<file path="src/rtl/cpu_run_ctrl.sv">
// Run-lifecycle sequencer: holds the CPU in reset, streams a program into imem,
// releases the CPU and counts executed cycles until halt or budget expiry.
module cpu_run_ctrl #(
  parameter int IMEM_DEPTH = 16,
  parameter int ADDR_W     = 4,
  parameter int CNT_W      = 16
) (
  input  logic              clk,
  input  logic              rst_n,
  input  logic              start,
  input  logic              abort,
  input  logic [CNT_W-1:0]  max_cycles,
  input  logic              prog_valid,
  input  logic [7:0]        prog_data,
  input  logic              prog_last,
  output logic              prog_ready,
  output logic              imem_we,
  output logic [ADDR_W-1:0] imem_addr,
  output logic [7:0]        imem_wdata,
  input  logic              cpu_halt,
  output logic              cpu_rst,
  output logic              busy,
  output logic              done,
  output logic              timeout,
  output logic              trunc,
  output logic [CNT_W-1:0]  cycle_count
);

  typedef enum logic [2:0] {S_IDLE, S_LOAD, S_RUN, S_DONE, S_TIMEOUT} state_t;

  state_t            state, state_nxt;
  logic [ADDR_W-1:0] idx;
  logic [CNT_W-1:0]  budget;
  logic              beat, at_end, load_exit, budget_hit;

  assign beat       = prog_valid & prog_ready;
  assign at_end     = (idx == ADDR_W'(IMEM_DEPTH - 1));
  assign load_exit  = beat & (prog_last | at_end);
  assign budget_hit = (budget != '0) && (cycle_count == budget);

  assign busy    = (state == S_LOAD) || (state == S_RUN);
  assign done    = (state == S_DONE);
  assign timeout = (state == S_TIMEOUT);

  always_ff @(posedge clk or negedge rst_n) begin
    if (!rst_n) state <= S_IDLE;
    else        state <= state_nxt;
  end

  // In RUN, cpu_rst still high marks the release cycle: the final imem write
  // lands on that edge, so nothing is counted or checked yet.
  always_comb begin
    state_nxt = state;
    if (abort) begin
      state_nxt = S_IDLE;
    end else begin
      case (state)
        S_IDLE, S_DONE, S_TIMEOUT: if (start) state_nxt = S_LOAD;
        S_LOAD:                    if (load_exit) state_nxt = S_RUN;
        S_RUN: begin
          if (!cpu_rst) begin
            if (cpu_halt)        state_nxt = S_DONE;
            else if (budget_hit) state_nxt = S_TIMEOUT;
          end
        end
        default:                   state_nxt = S_IDLE;
      endcase
    end
  end

  always_ff @(posedge clk or negedge rst_n) begin
    if (!rst_n) begin
      cpu_rst     <= 1'b1;
      prog_ready  <= 1'b0;
      imem_we     <= 1'b0;
      imem_addr   <= '0;
      imem_wdata  <= '0;
      idx         <= '0;
      budget      <= '0;
      trunc       <= 1'b0;
      cycle_count <= '0;
    end else begin
      imem_we <= 1'b0;
      if (abort) begin
        cpu_rst    <= 1'b1;
        prog_ready <= 1'b0;
      end else begin
        case (state)
          S_IDLE, S_DONE, S_TIMEOUT: begin
            if (start) begin
              idx        <= '0;
              imem_addr  <= '0;
              trunc      <= 1'b0;
              budget     <= max_cycles;
              prog_ready <= 1'b1;
              cpu_rst    <= 1'b1;
            end
          end
          S_LOAD: begin
            if (beat) begin
              imem_we    <= 1'b1;
              imem_addr  <= idx;
              imem_wdata <= prog_data;
              idx        <= idx + ADDR_W'(1);
            end
            if (load_exit) begin
              prog_ready  <= 1'b0;
              trunc       <= ~prog_last;
              cycle_count <= '0;
            end
          end
          S_RUN: begin
            if (cpu_rst)                 cpu_rst <= 1'b0;
            else if (cpu_halt)           ;
            else if (budget_hit)         cpu_rst <= 1'b1;
            else if (cycle_count != '1)  cycle_count <= cycle_count + CNT_W'(1);
          end
          default: ;
        endcase
      end
    end
  end

endmodule

</file>
<file path="config.mk">
export PLATFORM = sky130hd
export DESIGN_NAME = cpu_run_ctrl
export DESIGN_NICKNAME = d
export VERILOG_FILES = /design/src/rtl/cpu_run_ctrl.sv
export SDC_FILE = /design/constraint.sdc
export NUM_CORES = 1
export LEC_CHECK = 0
export ABC_AREA = 1
export CAP_MARGIN = 15
export CORE_MARGIN = 5
export CORE_UTILIZATION = 55
export DETAILED_ROUTE_END_ITERATION = 7
export PLACE_DENSITY = 0.85
export SYNTH_ARGS = -nofsm -noshare
export SYNTH_HDL_FRONTEND = slang
export SYNTH_SLANG_ARGS = --single-unit
</file>
<file path="constraint.sdc">
create_clock -name clk -period 2.77 [get_ports clk]
set_input_delay 0.277 -clock clk [delete_from_list [all_inputs] [get_ports clk]]
set_output_delay 0.277 -clock clk [all_outputs]
set_load 0.02 [all_outputs]
</file>
== After elaboration in Yosys (flattened, before gate mapping) ==
Index checks and enable logic that the tools add are counted.

* Bits of input ports: 31
* Register bits after elaboration: 55

* Bitwise operators: 5
* Add/subtract/negate cells: 2
* Equal/unequal tests: 18
* Reduce and logical (&&, ||, !) cells: 17
* Mux-type cells: 33

{| class="wikitable"
|+ Operators with widths
! operator !! number
|-
| 2-to-1 mux 16 bit || 5
|-
| case mux 16 bit (2 select lines) || 1
|-
| 2-to-1 mux 3 bit || 6
|-
| adder 16 x 1 -> 16 bit, second input constant || 1
|-
| equality test 16 bit || 1
|-
| inequality test 16 bit, second input constant || 1
|-
| case mux 4 bit (2 select lines) || 2
|-
| nonzero test 16 bit || 1
|-
| 2-to-1 mux 1 bit || 12
|-
| 2-to-1 mux 4 bit || 3
|-
| inequality test 2 bit, second input constant || 6
|-
| AND reduction 4 bit || 3
|-
| inequality test 3 bit, second input constant || 3
|-
| case mux 3 bit (3 select lines) || 1
|-
| AND reduction 3 bit || 3
|-
| AND reduction 7 bit || 1
|-
| equality test 3 x 2 -> 1 bit, second input constant || 2
|-
| case mux 1 bit (2 select lines) || 3
|-
| nonzero test 3 bit || 2
|-
| adder 4 x 1 -> 4 bit, second input constant || 1
|-
| equality test 4 bit, second input constant || 1
|-
| inequality test 4 bit, second input constant || 1
|-
| nonzero test 2 bit || 2
|-
| equality test 3 x 1 -> 1 bit, second input constant || 1
|-
| other kinds (10) || 12
|}

== Depth between registers and ports, before layout ==
* Depth after elaboration: 7
* Gate-level depth with buffers: 12

== Worst setup path after synthesis ==
Ideal clock, no wire load.

* Kind: register -> register
* Start: reg cycle_count[0]
* End: reg cycle_count[5]
* Period minus slack after synthesis: 1.772 ns
* Arrival: 1.654 ns
* Slack: 0.998 ns
* Path buffers: 1
* Stages on the path, launching flop included: 13
* Cells stage by stage: dfrtp_1 > ha_1 > nand2_1 > inv_1 > nand3_1 > nor2_1 > nand3_1 > nand2_2 > nor2_8 > nand3_4 > buf_6 > nand2_1 > nand2_1

* Word-level cells in the longest chain between the ends: 6

{| class="wikitable"
|+ Ends and longest elaborated chain
! item !! line !! RTL
|-
| from (decl) || 26 || <nowiki>output logic [CNT_W-1:0] cycle_count</nowiki>
|-
| from (signal assigned) || 116 || <nowiki>else if (cycle_count != '1) cycle_count <= cycle_count + CNT_W'(1);</nowiki>
|-
| adder 16 x 1 -> 16 bit || 116 ||
|-
| 2-to-1 mux 16 bit || 116 ||
|-
| 2-to-1 mux 16 bit || 115 || <nowiki>else if (budget_hit) cpu_rst <= 1'b1;</nowiki>
|-
| 2-to-1 mux 16 bit || 114 || <nowiki>else if (cpu_halt) ;</nowiki>
|-
| 2-to-1 mux 16 bit || 113 || <nowiki>if (cpu_rst) cpu_rst <= 1'b0;</nowiki>
|-
| case mux 16 bit (2 select lines) || 88 || <nowiki>case (state)</nowiki>
|}

Parallel ways exist; a longest one is shown, timed or not. The select of a mux whose other input is x is not followed.
A chain may end at the register's enable or synchronous reset.

== Worst setup path after layout ==
* Start: reg state[0]
* End: out busy

* Word-level cells in the longest chain between the ends: 2

{| class="wikitable"
|+ Ends and longest elaborated chain
! item !! line !! RTL
|-
| from (decl) || 31 || <nowiki>state_t state, state_nxt;</nowiki>
|-
| from (signal assigned) || 47 || <nowiki>else state <= state_nxt;</nowiki>
|-
| equality test 3 x 1 -> 1 bit or equality test 3 x 2 -> 1 bit (tied branches) || 41 || <nowiki>assign busy = (state == S_LOAD) || (state == S_RUN);</nowiki>
|-
| logical OR 1 bit * || 41 ||
|-
| to (decl) || 22 || <nowiki>output logic busy,</nowiki>
|}

Mark *: on every way between the ends. The rest lies on a longest branch, timed or not.

==> results.toml <==
[setup_path]
crit_start = "state[0]$_DFFE_PN0P_"
crit_buf_inv = 3
crit_arrival_ns = 2.00
path_cells = "nor3_2 > buf_4 > inv_2 > nand2_2 > clkdlybuf4s50_1"
cp.depth = 5
end_kind = "primary output"
critPathSlowestCell = "clkdlybuf4s50_1"
rrSetupSlack_ns = 0.77
rr_worst_depth = 10
cp_max_fo = 12
crit_end = "busy"
reg2reg_to = "cycle_count[8]$_DFFE_PN0P_"
crit_family = "buffers and inverters"
path_class = "flip-flop to primary output"
cp.required_ns = 2.49
cp-start-kind = "flip-flop"
reg2reg_from = "cycle_count[6]$_DFFE_PN0P_"
critical-path-max-stage-delay_ns = 0.64

[run_status]
run_status = "complete, no violations"

[drt]
wl_um = 7940
vias = 3179
drc = 0
ant_nets = 0
wire_per_inst_um = 13.2
firstDrtPassIters = 5
drt_iter0_drc = 235
vias_per_cell = 5.28

[die]
die_area_mm2 = 0.00755
die_y_um = 86.9
io-pin-count = 66
row_count = 28
initial_utilization = 0.559
coreArea_mm2 = 0.00582
die_x_um = 86.9

[cts]
numCtsBuffers = 5
cts_tree = "yes"
cts_setup_buffers = 0
cts.path.max_buffers = 2
clk_latency_ns = 0.31
path_clk_slew_ns = 0.10
cts-root-buf = "clkbuf_8"
cts_max_level = 2
clock_sinks = 55

[grt]
grt_pass1_vias = 3155
grt_pass1_wl_um = 14000
grt_max_degree = 38
grt_overflow = 0
antenna_found_initial = 0
grt_usage = 0.229

[placed_design]
hpwlAfterDp_um = 6180
port-buffer-count = 65
dp_cells = 593
gp_congestion = 0.909

[finish]
drive_above_1_share = 0.0740
antenna_cells = 0
syn2layout_area_growth_pct = 24.8
final_cells = 602
nets = 559
fill_cells = 515

[synthesis]
yosysTopAreaCell = "dfrtp_1"
yosysSeqAreaShare = 0.424
synth.top_cells.by_area = "dfrtp_1, nand2_1, nor2_1"
yosys_warnings = 0
syn_area_mm2 = 0.00325
ys_ff_latch = 55
synth_top_area_frac = 0.416
synthCells = 464
syn-num-nets = 497
synth_cell_types = 34
syn_avg_cell_area_um2 = 7.00

[timing]
tightest_slew_ns = 0.564
finalCritPeriodShare = 0.821
grt_setup_unrepaired = "no"
relSlewSlack = 0.623
clock-skew-final_ns = 0.00759
fin_tns_setup_ns = 0
final_max_slew_viol_count = 0
fmax_ghz = 0.440
finalHoldViolCount = 0
setup_viol_count_final = 0
min_period_ns = 2.27

[power_and_ir_drop]
power.density_mw_per_mm2 = 761
p_leak_nw = 1.90
ir_worst_vdd_mv = 0.573

[min_path]
worstHoldPathType = "input pin to asynchronous set/reset pin"

[flow_run]
max-cap-violations = 0
## placed cells by master (no fill, tap or decap), drive strengths merged
cell / netlist / routed
a211oi: 1 / 1
a21oi: 12 / 12
a22oi: 1 / 1
a31oi: 1 / 1
buf: 13 / 4
bufinv: 0 / 2
clkbuf: 1 / 6
clkdlybuf4s50: 0 / 64
dfrtp: 54 / 54
dfstp: 1 / 1
dlygate4sd3: 0 / 1
ha: 2 / 2
inv: 57 / 57
nand2: 181 / 181
nand3: 18 / 18
nand4: 24 / 24
nor2: 57 / 57
nor3: 6 / 6
o21a: 1 / 1
o21ai: 27 / 27
o21bai: 1 / 1
o31ai: 3 / 3
or2: 1 / 1
xor2: 2 / 2
## cell type report
| type | count | area [um^2] | share of cell area |
|---|---|---|---|
| Inverter | 57 | 214 | 0.0528 |
| Timing Repair Buffer | 69 | 678 | 0.167 |
| Clock inverter | 2 | 60.1 | 0.0148 |
| Multi-Input combinational cell | 338 | 1560 | 0.384 |
| Sequential cell | 55 | 1380 | 0.340 |
| Tap cell | 75 | 93.8 | 0.0231 |
| Clock buffer | 6 | 72.6 | 0.0179 |
## report_power, final
part	total, mW	leakage [nW]	switching, mW	internal [mW]
Clock	0.622	0.0654	0.260	0.361
Sequential	1.13	0.729	0.128	1.00
Combinational	1.34	1.10	0.852	0.485
Total	3.09	1.90	1.24	1.85
## layer usage
| metal | global-route usage | up-vias | share of wire |
|---|---|---|---|
| met5 | 0 | - | 0 |
| met2 | 0.373 | 118 | 0.47 |
| met3 | 0.0587 | 17 | 0.080 |
| met4 | 0.0751 | 0 | 0.022 |
| li1 | - | 1584 | - |
| met1 | 0.297 | 1460 | 0.43 |
## timing repair
item | 4_1_cts | 5_1_grt
hold endpoints to repair | 18 | 0
resized for setup | 0 | 0
hold buffers | 1 | 0
## registers in the layout (all words and copies together) (netlist names)
register / cells
budget: 16
cpu_rst: 1
cycle_count: 16
idx: 4
imem_addr: 4
imem_wdata: 8
imem_we: 1
prog_ready: 1
state: 3
trunc: 1
## synth_stat cells
| library cell | n |
|---|---|
| o21a_1 | 1 |
| buf_6 | 5 |
| ha_1 | 2 |
| nand2_4 | 1 |
| nor3_2 | 1 |
| dfrtp_1 | 54 |
| a211oi_1 | 1 |
| a31oi_1 | 1 |
| o21ai_1 | 17 |
| o31ai_1 | 3 |
| or2_2 | 1 |
| nor2_2 | 2 |
| nand4_2 | 1 |
| inv_1 | 46 |
| nor3_1 | 5 |
| dfstp_2 | 1 |
| o21ai_0 | 9 |
| inv_2 | 11 |
| a21oi_1 | 11 |
| o21ai_2 | 1 |
| nor2_8 | 2 |
| nand2_1 | 176 |
| nand3_4 | 1 |
| xor2_1 | 2 |
| nor2_1 | 53 |
| a21oi_2 | 1 |
| nand2_2 | 4 |
| o21bai_1 | 1 |
| nand3_2 | 1 |
| a22oi_1 | 1 |
| buf_2 | 8 |
| nand3_1 | 16 |
| clkbuf_1 | 1 |
| nand4_1 | 23 |
## worst min-delay path by stage
stage	from	endpoint
final	rst_n	imem_wdata[2]$_DFFE_PN0P_
after global routing	rst_n	imem_wdata[0]$_DFFE_PN0P_
after CTS	rst_n	imem_wdata[2]$_DFFE_PN0P_
after detailed placement	rst_n	imem_wdata[0]$_DFFE_PN0P_
after global placement	rst_n	imem_wdata[0]$_DFFE_PN0P_
after floorplan	rst_n	budget[0]$_DFFE_PN0P_
## logic make-up after synthesis
group | count (synthesis) | synth area share
compound gates | 47 | 0.0805
xor+xnor | 2 | 0.00539
fa+ha+maj | 2 | 0.00770
buf+inv | 71 | 0.0966
flops | 55 | 0.424
simple gates | 287 | 0.386
## through the flow
| stage | setup slack, ns | hold slack (ns) | power (mW) | utilization | cell area (um^2) |
|---|---|---|---|---|---|
| 6_report | 0.495 | 0.440 | 3.09 | 0.697 | 4050 |
| 5_1_grt | 0.420 | 0.494 | 3.33 | 0.697 | 4050 |
| 4_1_cts | 0.497 | 0.447 | 3.10 | 0.697 | 4050 |
| 3_5_place_dp | 0.757 | 0.249 | 2.47 | 0.673 | 3910 |
| 3_3_place_gp | 0.800 | 0.247 | 2.41 | 0.673 | 3910 |
| 2_1_floorplan | 0.998 | -0.0186 | 2.13 | - | 3250 |
## worst register-to-register path: stages, from the launching register on
cell,delay (ns)
dfrtp_1,0.55
inv_1,0.08
nand2_1,0.07
nand2_1,0.04
nor2_1,0.09
nand2_1,0.06
nor2_2,0.18
nand4_2,0.41
nand3_4,0.31
nand2_1,0.09
nand2_1,0.07
Note: power is estimated with default switching activity, not from simulation.
